File: config.mk
export PLATFORM = sky130hd
export DESIGN_NAME = controller
export DESIGN_NICKNAME = d
export VERILOG_FILES = /design/src/rtl/controller_pkg.sv /design/src/rtl/controller_aludec.sv /design/src/rtl/controller.sv
export SDC_FILE = /design/constraint.sdc
export NUM_CORES = 1
export LEC_CHECK = 0
export BUFFER_PORTS_ARGS = -buffer_cell sky130_fd_sc_hd__buf_2
export CORE_AREA = 2 2 39 41
export DETAILED_ROUTE_END_ITERATION = 8
export DIE_AREA = 0 0 41 43
export PLACE_DENSITY_LB_ADDON = 0.15
export REMOVE_ABC_BUFFERS = 1
export SLEW_MARGIN = 20
export SYNTH_ARGS = -nofsm -noshare
export SYNTH_HDL_FRONTEND = slang
export SYNTH_SLANG_ARGS = --single-unit
File: constraint.sdc
create_clock -name clk -period 2.9 [get_ports clk]
set_input_delay 0.87 -clock clk [delete_from_list [all_inputs] [get_ports clk]]
set_output_delay 0.87 -clock clk [all_outputs]
set_load 0.02 [all_outputs]
File: src/rtl/controller_pkg.sv
// controller_pkg: state encodings, opcode/funct constants and control-field encodings for the multicycle MIPS controller
package controller_pkg;
  typedef enum logic [3:0] {
    FETCH1  = 4'd0,
    FETCH2  = 4'd1,
    FETCH3  = 4'd2,
    FETCH4  = 4'd3,
    DECODE  = 4'd4,
    MEMADR  = 4'd5,
    LBRD    = 4'd6,
    LBWR    = 4'd7,
    SBWR    = 4'd8,
    RTYPEEX = 4'd9,
    RTYPEWR = 4'd10,
    BEQEX   = 4'd11,
    JEX     = 4'd12,
    ADDIEX  = 4'd13,
    ADDIWR  = 4'd14
  } state_t;
  localparam logic [5:0] OP_RTYPE = 6'b000000;
  localparam logic [5:0] OP_LB    = 6'b100000;
  localparam logic [5:0] OP_SB    = 6'b101000;
  localparam logic [5:0] OP_BEQ   = 6'b000100;
  localparam logic [5:0] OP_J     = 6'b000010;
  localparam logic [5:0] OP_ADDI  = 6'b001000;
  localparam logic [5:0] F_ADD = 6'b100000;
  localparam logic [5:0] F_SUB = 6'b100010;
  localparam logic [5:0] F_AND = 6'b100100;
  localparam logic [5:0] F_OR  = 6'b100101;
  localparam logic [5:0] F_SLT = 6'b101010;
  localparam logic [2:0] ALU_ADD = 3'b010;
  localparam logic [2:0] ALU_SUB = 3'b110;
  localparam logic [2:0] ALU_AND = 3'b000;
  localparam logic [2:0] ALU_OR  = 3'b001;
  localparam logic [2:0] ALU_SLT = 3'b111;
  localparam logic [1:0] SRCB_B   = 2'b00;
  localparam logic [1:0] SRCB_ONE = 2'b01;
  localparam logic [1:0] SRCB_IMM = 2'b10;
  localparam logic [1:0] SRCB_X4  = 2'b11;
  localparam logic [1:0] PC_ALU    = 2'b00;
  localparam logic [1:0] PC_ALUOUT = 2'b01;
  localparam logic [1:0] PC_JUMP   = 2'b10;
  localparam logic [1:0] ALUOP_ADD   = 2'b00;
  localparam logic [1:0] ALUOP_SUB   = 2'b01;
  localparam logic [1:0] ALUOP_FUNCT = 2'b10;
endpackage

File: src/rtl/controller_aludec.sv
// aludec: maps aluop (+ funct for R-type) to alucontrol; ports aluop[1:0], funct[5:0] in, alucontrol[2:0] out
module aludec
  import controller_pkg::*;
(
  input  logic [1:0] aluop,
  input  logic [5:0] funct,
  output logic [2:0] alucontrol
);
  always_comb begin
    alucontrol = ALU_ADD;
    if (aluop == ALUOP_SUB)
      alucontrol = ALU_SUB;
    else if (aluop == ALUOP_FUNCT)
      case (funct)
        F_SUB:   alucontrol = ALU_SUB;
        F_AND:   alucontrol = ALU_AND;
        F_OR:    alucontrol = ALU_OR;
        F_SLT:   alucontrol = ALU_SLT;
        default: alucontrol = ALU_ADD;
      endcase
  end
endmodule

File: src/rtl/controller.sv
// controller: multicycle MIPS control FSM; in clk/reset/op/funct/zero, out all datapath strobes, alucontrol and pcen
module controller
  import controller_pkg::*;
(
  input  logic       clk,
  input  logic       reset,
  input  logic [5:0] op,
  input  logic [5:0] funct,
  input  logic       zero,
  output logic       memread,
  output logic       memwrite,
  output logic       alusrca,
  output logic [1:0] alusrcb,
  output logic [2:0] alucontrol,
  output logic       iord,
  output logic [3:0] irwrite,
  output logic       memtoreg,
  output logic       regdst,
  output logic       regwrite,
  output logic [1:0] pcsource,
  output logic       pcen
);
  state_t state, next_state;
  logic [1:0] aluop;
  logic pcwrite, pcwritecond;
  always_ff @(posedge clk or posedge reset)
    if (reset) state <= FETCH1;
    else state <= next_state;
  always_comb begin
    next_state = FETCH1;
    case (state)
      FETCH1:  next_state = FETCH2;
      FETCH2:  next_state = FETCH3;
      FETCH3:  next_state = FETCH4;
      FETCH4:  next_state = DECODE;
      DECODE:
        case (op)
          OP_LB, OP_SB: next_state = MEMADR;
          OP_RTYPE:     next_state = RTYPEEX;
          OP_BEQ:       next_state = BEQEX;
          OP_J:         next_state = JEX;
          OP_ADDI:      next_state = ADDIEX;
          default:      next_state = FETCH1;
        endcase
      MEMADR:  next_state = (op == OP_LB) ? LBRD : SBWR;
      LBRD:    next_state = LBWR;
      RTYPEEX: next_state = RTYPEWR;
      ADDIEX:  next_state = ADDIWR;
      default: next_state = FETCH1;
    endcase
  end
  always_comb begin
    memread = 1'b0;
    memwrite = 1'b0;
    alusrca = 1'b0;
    alusrcb = SRCB_B;
    aluop = ALUOP_ADD;
    iord = 1'b0;
    irwrite = 4'b0000;
    memtoreg = 1'b0;
    regdst = 1'b0;
    regwrite = 1'b0;
    pcsource = PC_ALU;
    pcwrite = 1'b0;
    pcwritecond = 1'b0;
    case (state)
      FETCH1, FETCH2, FETCH3, FETCH4: begin
        memread = 1'b1;
        iord = 1'b1;
        alusrca = 1'b1;
        alusrcb = SRCB_ONE;
        pcwrite = 1'b1;
        irwrite = 4'b0001 << state[1:0];
      end
      DECODE: begin
        alusrca = 1'b1;
        alusrcb = SRCB_X4;
      end
      MEMADR, ADDIEX: alusrcb = SRCB_IMM;
      LBRD: memread = 1'b1;
      LBWR: begin
        regwrite = 1'b1;
        regdst = 1'b1;
      end
      SBWR: memwrite = 1'b1;
      RTYPEEX: aluop = ALUOP_FUNCT;
      RTYPEWR: begin
        regwrite = 1'b1;
        memtoreg = 1'b1;
      end
      BEQEX: begin
        aluop = ALUOP_SUB;
        pcwritecond = 1'b1;
        pcsource = PC_ALUOUT;
      end
      JEX: begin
        pcwrite = 1'b1;
        pcsource = PC_JUMP;
      end
      ADDIWR: begin
        regwrite = 1'b1;
        regdst = 1'b1;
        memtoreg = 1'b1;
      end
      default: ;
    endcase
  end
  assign pcen = pcwrite | (pcwritecond & zero);
  aludec u_aludec (.aluop(aluop), .funct(funct), .alucontrol(alucontrol));
endmodule

# --- Word-level counts from Yosys, hierarchy flattened ---
# Cells that the tools add are included.
word_totals:
  register_bits: 4
  out_inout_bits: 19
  elab_cells: 59
op_classes:
  eq_ne: 25
  n_shift: 1
  n_mux: 19
  bitwise: 2
  n_reduce_logical: 11
op_table:
  columns: ["cell", "n"]
  rows:
  - ["6-bit == test, second input constant", 6]
  - ["4-bit case mux with 9 select lines", 1]
  - ["4-bit == test, second input constant", 7]
  - ["4-bit case mux with 5 select lines", 1]
  - ["4-bit by 3-bit == test with 1-bit output, second input constant", 4]
  - ["5-bit OR reduction", 3]
  - ["3-bit case mux with 4 select lines", 1]
  - ["1-bit two-way mux", 9]
  - ["4-bit by 2-bit == test with 1-bit output, second input constant", 2]
  - ["4-bit two-way mux", 2]
  - ["2-bit case mux with 2 select lines", 2]
  - ["2-bit OR reduction", 4]
  - ["6-bit by 2-bit == test with 1-bit output, second input constant", 1]
  - ["6-bit by 3-bit == test with 1-bit output, second input constant", 1]
  - ["6-bit by 4-bit == test with 1-bit output, second input constant", 1]
  - ["6-bit zero test", 1]
  - ["3-bit two-way mux", 2]
  - ["2-bit case mux with 3 select lines", 1]
  - ["4-bit by 1-bit == test with 1-bit output, second input constant", 1]
  - ["4-bit zero test", 1]
  - ["4-bit OR reduction", 1]
  - ["1-bit by 2-bit left shift with 4-bit output, first input constant", 1]
  - ["3-bit OR reduction", 1]
  - ["2-bit by 1-bit == test with 1-bit output, second input constant", 1]
  - ["3 further kinds", 3]

# --- Depth between registers and ports, before layout ---
logic_depth:
  word_depth: 5
  mapped_depth: 4
  mapped_depth_nobuf: 3

# --- By module ---
# From an unflattened synthesis, not the netlist that was laid out.
hier_totals:
  cells_unflattened: 76
  hier_area_um2: 558.0
modules_own_cells:
  columns: ["mod", "instances", "cells_per_inst", "area_each_um2", "seq_area_each_um2"]
  rows:
  - ["controller", 1, 67, 484.2, 100.1]
  - ["aludec", 1, 9, 73.8, 0.0]

# --- Worst setup path before layout ---
# OpenSTA, ideal clock, no wires.
synth_path:
  path_kind: "input port to output port"
  start: "input port funct[4]"
  end: "output port alucontrol[1]"
  t_arrival_ns: 1.989
  path_slack_ns: 0.041
  cell_stages: 2
  n_path_buf: 0
  cell_sequence: "or4b_4 -> or4b_1"
synth_via:
  elab_chain_len: 4
synth_rtl:
  columns: ["item", "line_no", "source"]
  rows:
  - ["from (decl)", "controller.sv:8", "input logic [5:0] funct,"]
  - ["6-bit == test", "controller_aludec.sv:14", "case (funct)"]
  - ["3-bit case mux with 4 select lines (*)", "controller_aludec.sv:14", null]
  - ["3-bit two-way mux (*)", "controller_aludec.sv:13", "else if (aluop == ALUOP_FUNCT)"]
  - ["3-bit two-way mux (*)", "controller_aludec.sv:11", "if (aluop == ALUOP_SUB)"]
  - ["to (decl)", "controller.sv:14", "output logic [2:0] alucontrol,"]
# Every way passes the cells marked *; elsewhere a longest branch is shown, timed or not.

# --- Worst setup path after layout ---
# Same ends and word-level chain as after synthesis.

==> impl_metrics.csv <==
group,metric,value,unit
synthesis,netlist_area,513,um^2
critical_path,r2r-end,"state[1]",
clocking,cts_setup_buffers,0,
sta,worst_pin_slew,0.249,ns
critical_path,rrSetupSlack,1.69,ns
cells_and_area,largest_reg_flops,4,
sta,setup_viol,1,
clocking,cts.reportedPaths.clkPinSlew,0.04,ns
global_routing,busiest_layer,"met2",
sta,hold_viol,0,
critical_path,crit_required,2.03,ns
place,pre_cts_ws,-0.0907,ns
clocking,clockBufferDepth,2,
place,gp_congestion,0.781,
detailed_routing,via_count,690,
cells_and_area,mostFrequentLayoutCells,"buf_2, nor2_1, nor3_1, a21oi_1, buf_4",
global_routing,grtUsageMet3,0.0314,
sta,period_minus_slack,2.99,ns
detailed_routing,antenna_left,0,
floorplan,fp.dieW,41,um
detailed_routing,avgRoutedWirePerCell,11.3,um
global_routing,antenna_found_initial,0,
cells_and_area,multi_input_area,375,um^2
job,max_cap_violations,0,
cells_and_area,drive_above_1_share,0.417,
sta,fmax,0.335,GHz
clocking,clock-sinks,4,
floorplan,core,1380,um^2
worst_hold_path,min_path_type,"in2async",
power_and_ir_drop,vdd.ir_drop.worst,0.345,mV
critical_path,reg2regPathDepth,4,
global_routing,grtUsageTotal,0.170,
detailed_routing,first_pass_iters,4,
floorplan,fp-row-count,14,
synthesis,synth.top_cell.area_share,0.195,
sta,maxSlewViolCount,0,
floorplan,initial_core_util,0.371,
synthesis,yosysSeqAreaShare,0.195,
synthesis,netlist_top_cells_area,"dfrtp_1, nor2_1, a21oi_1",
critical_path,crit-reg2reg-launch,"state[2]",
power_and_ir_drop,powerDensity,870,nW/um^2
synthesis,syn-instance-count,72,
sta,layout_setup_ws,-0.0888,ns
critical_path,crit_path_end_kind,"output port",
global_routing,grt_overflow,0,
cells_and_area,fin_nets,125,
cells_and_area,seq_area,100,um^2
cells_and_area,final_area,744,um^2
sta,rsz0062_at_grt,"true",
place,dpl_cell_area,706,um^2
detailed_routing,drt-total-wl,1.40,mm
cells_and_area,diodes,0,
sta,skew,0.00191,ns
sta,setup_tns,-0.0888,ns
sta,slew-limit-headroom,0.832,
power_and_ir_drop,leakagePower,0.360,nW
cells_and_area,area_growth,45.1,%
synthesis,yosysWarnings,0,
detailed_routing,drt_iter0_markers,8,
critical_path,path_max_fanout,2,
critical_path,crit_type,"in2out",
cells_and_area,nFillCells,148,
detailed_routing,drc,0,
clocking,cts_buffers,3,
clocking,clk_latency,0.23,ns
power_and_ir_drop,total_power,0.648,mW
sta,fin_crit_sh,1.03,
floorplan,io_pins,34,
global_routing,grt_max_degree,17,
clocking,cts_tree,"done",
synthesis,synth_cell_type_count,35,
place,numPortBuffers,33,
synthesis,syn_area_per_cell,7.12,um^2
floorplan,dieArea,1760,um^2
cells_and_area,regMostFlops,"state",
place,dp.cells,121,
global_routing,first_global_vias,546,
synthesis,synth-seq-cells,4,
clocking,cts_root_buffer,"clkbuf_4",
global_routing,use_met2,0.263,
critical_path,cp.arrival,2.12,ns
outcome,violations,"negative setup slack",
clocking,htree_levels,1,
synthesis,synth_top_cell_by_area,"dfrtp_1",
cells_and_area,final_common_cell,"buf_2",
place,dpl.hpwl,1.07,mm
critical_path,crit_path_start_kind,"input port",
detailed_routing,viasPerCell,5.56,
floorplan,die_h,43,um
cells_and_area,reg.largest.list,"state: 4 flops",
cells_and_area,final_cells,124,
global_routing,met1_usage,0.216,
global_routing,grt_pass1_wl,2.08,mm
clocking,hold_buffers,0,
outcome,status,"finished, violations left",
cell usage after synthesis (all sizes together):
cell type	n
nor4	2
or4b	2
clkbuf	2
or3b	1
a31oi	3
nand4	2
nor2b	3
nor4bb	1
and3	1
nand3	1
nand2b	5
nand2	1
or3	1
or4	1
dfrtp	4
nor3	6
o22ai	1
a21oi	6
and3b	1
nor2	11
o21ai	2
o21a	1
xor2	1
nand3b	1
o2111ai	1
o21bai	1
buf	3
o221ai	2
nor3b	1
o211ai	1
inv	3
cell type report:
class,count,share of cell area
multi-input cells,60,0.504
repair buffers,38,0.289
flip-flops and latches,4,0.134
clock buffers,3,0.0303
well taps,16,0.0269
inverters,3,0.0151
worst max-delay path by stage:
stage / start / to / depth (start not counted)
2_1_floorplan: funct[4] / alucontrol[1] / 2
3_3_place_gp: funct[4] / alucontrol[1] / 4
3_5_place_dp: funct[4] / alucontrol[1] / 4
4_1_cts: funct[4] / alucontrol[1] / 4
5_1_grt: funct[4] / alucontrol[1] / 4
6_report: funct[4] / alucontrol[1] / 4
per-layer routing:
metal,up-vias,routed length [um]
li1,347,-
met4,0,8
met5,-,0
met1,312,604
met3,2,96
met2,29,695
kinds of logic (layout without fill, tap and decap cells):
| family | Yosys count | after routing | synth area share |
|---|---|---|---|
| XOR/XNOR | 1 | 1 | 0.0171 |
| flip-flops | 4 | 4 | 0.195 |
| buffers and inverters | 8 | 44 | 0.0805 |
| AND/OR/NAND/NOR | 41 | 41 | 0.485 |
| AO/OA/AOI/OAI | 18 | 18 | 0.222 |
what timing repair did:
item	in CTS	in global routing
endpoints found under the setup margin	1	1
resized for setup	0	4
hold endpoints to repair	0	0
per-stage QoR:
stage / hold WS [ns] / util
2_1_floorplan: 0.615 / -
3_3_place_gp: 0.648 / 0.510
3_5_place_dp: 0.646 / 0.510
4_1_cts: 0.501 / 0.526
5_1_grt: 0.514 / 0.538
6_report: 0.503 / 0.538
power breakdown:
part           internal [mW]  switching, mW
clock network         0.0463         0.0223
logic                  0.181          0.304
registers             0.0799         0.0150
worst max-delay path, stage by stage:
cell    delay, ns
buf_6        0.09
or4b_4       0.53
or4b_4       0.49
buf_6        0.14
(Power assumes the default switching activity.)
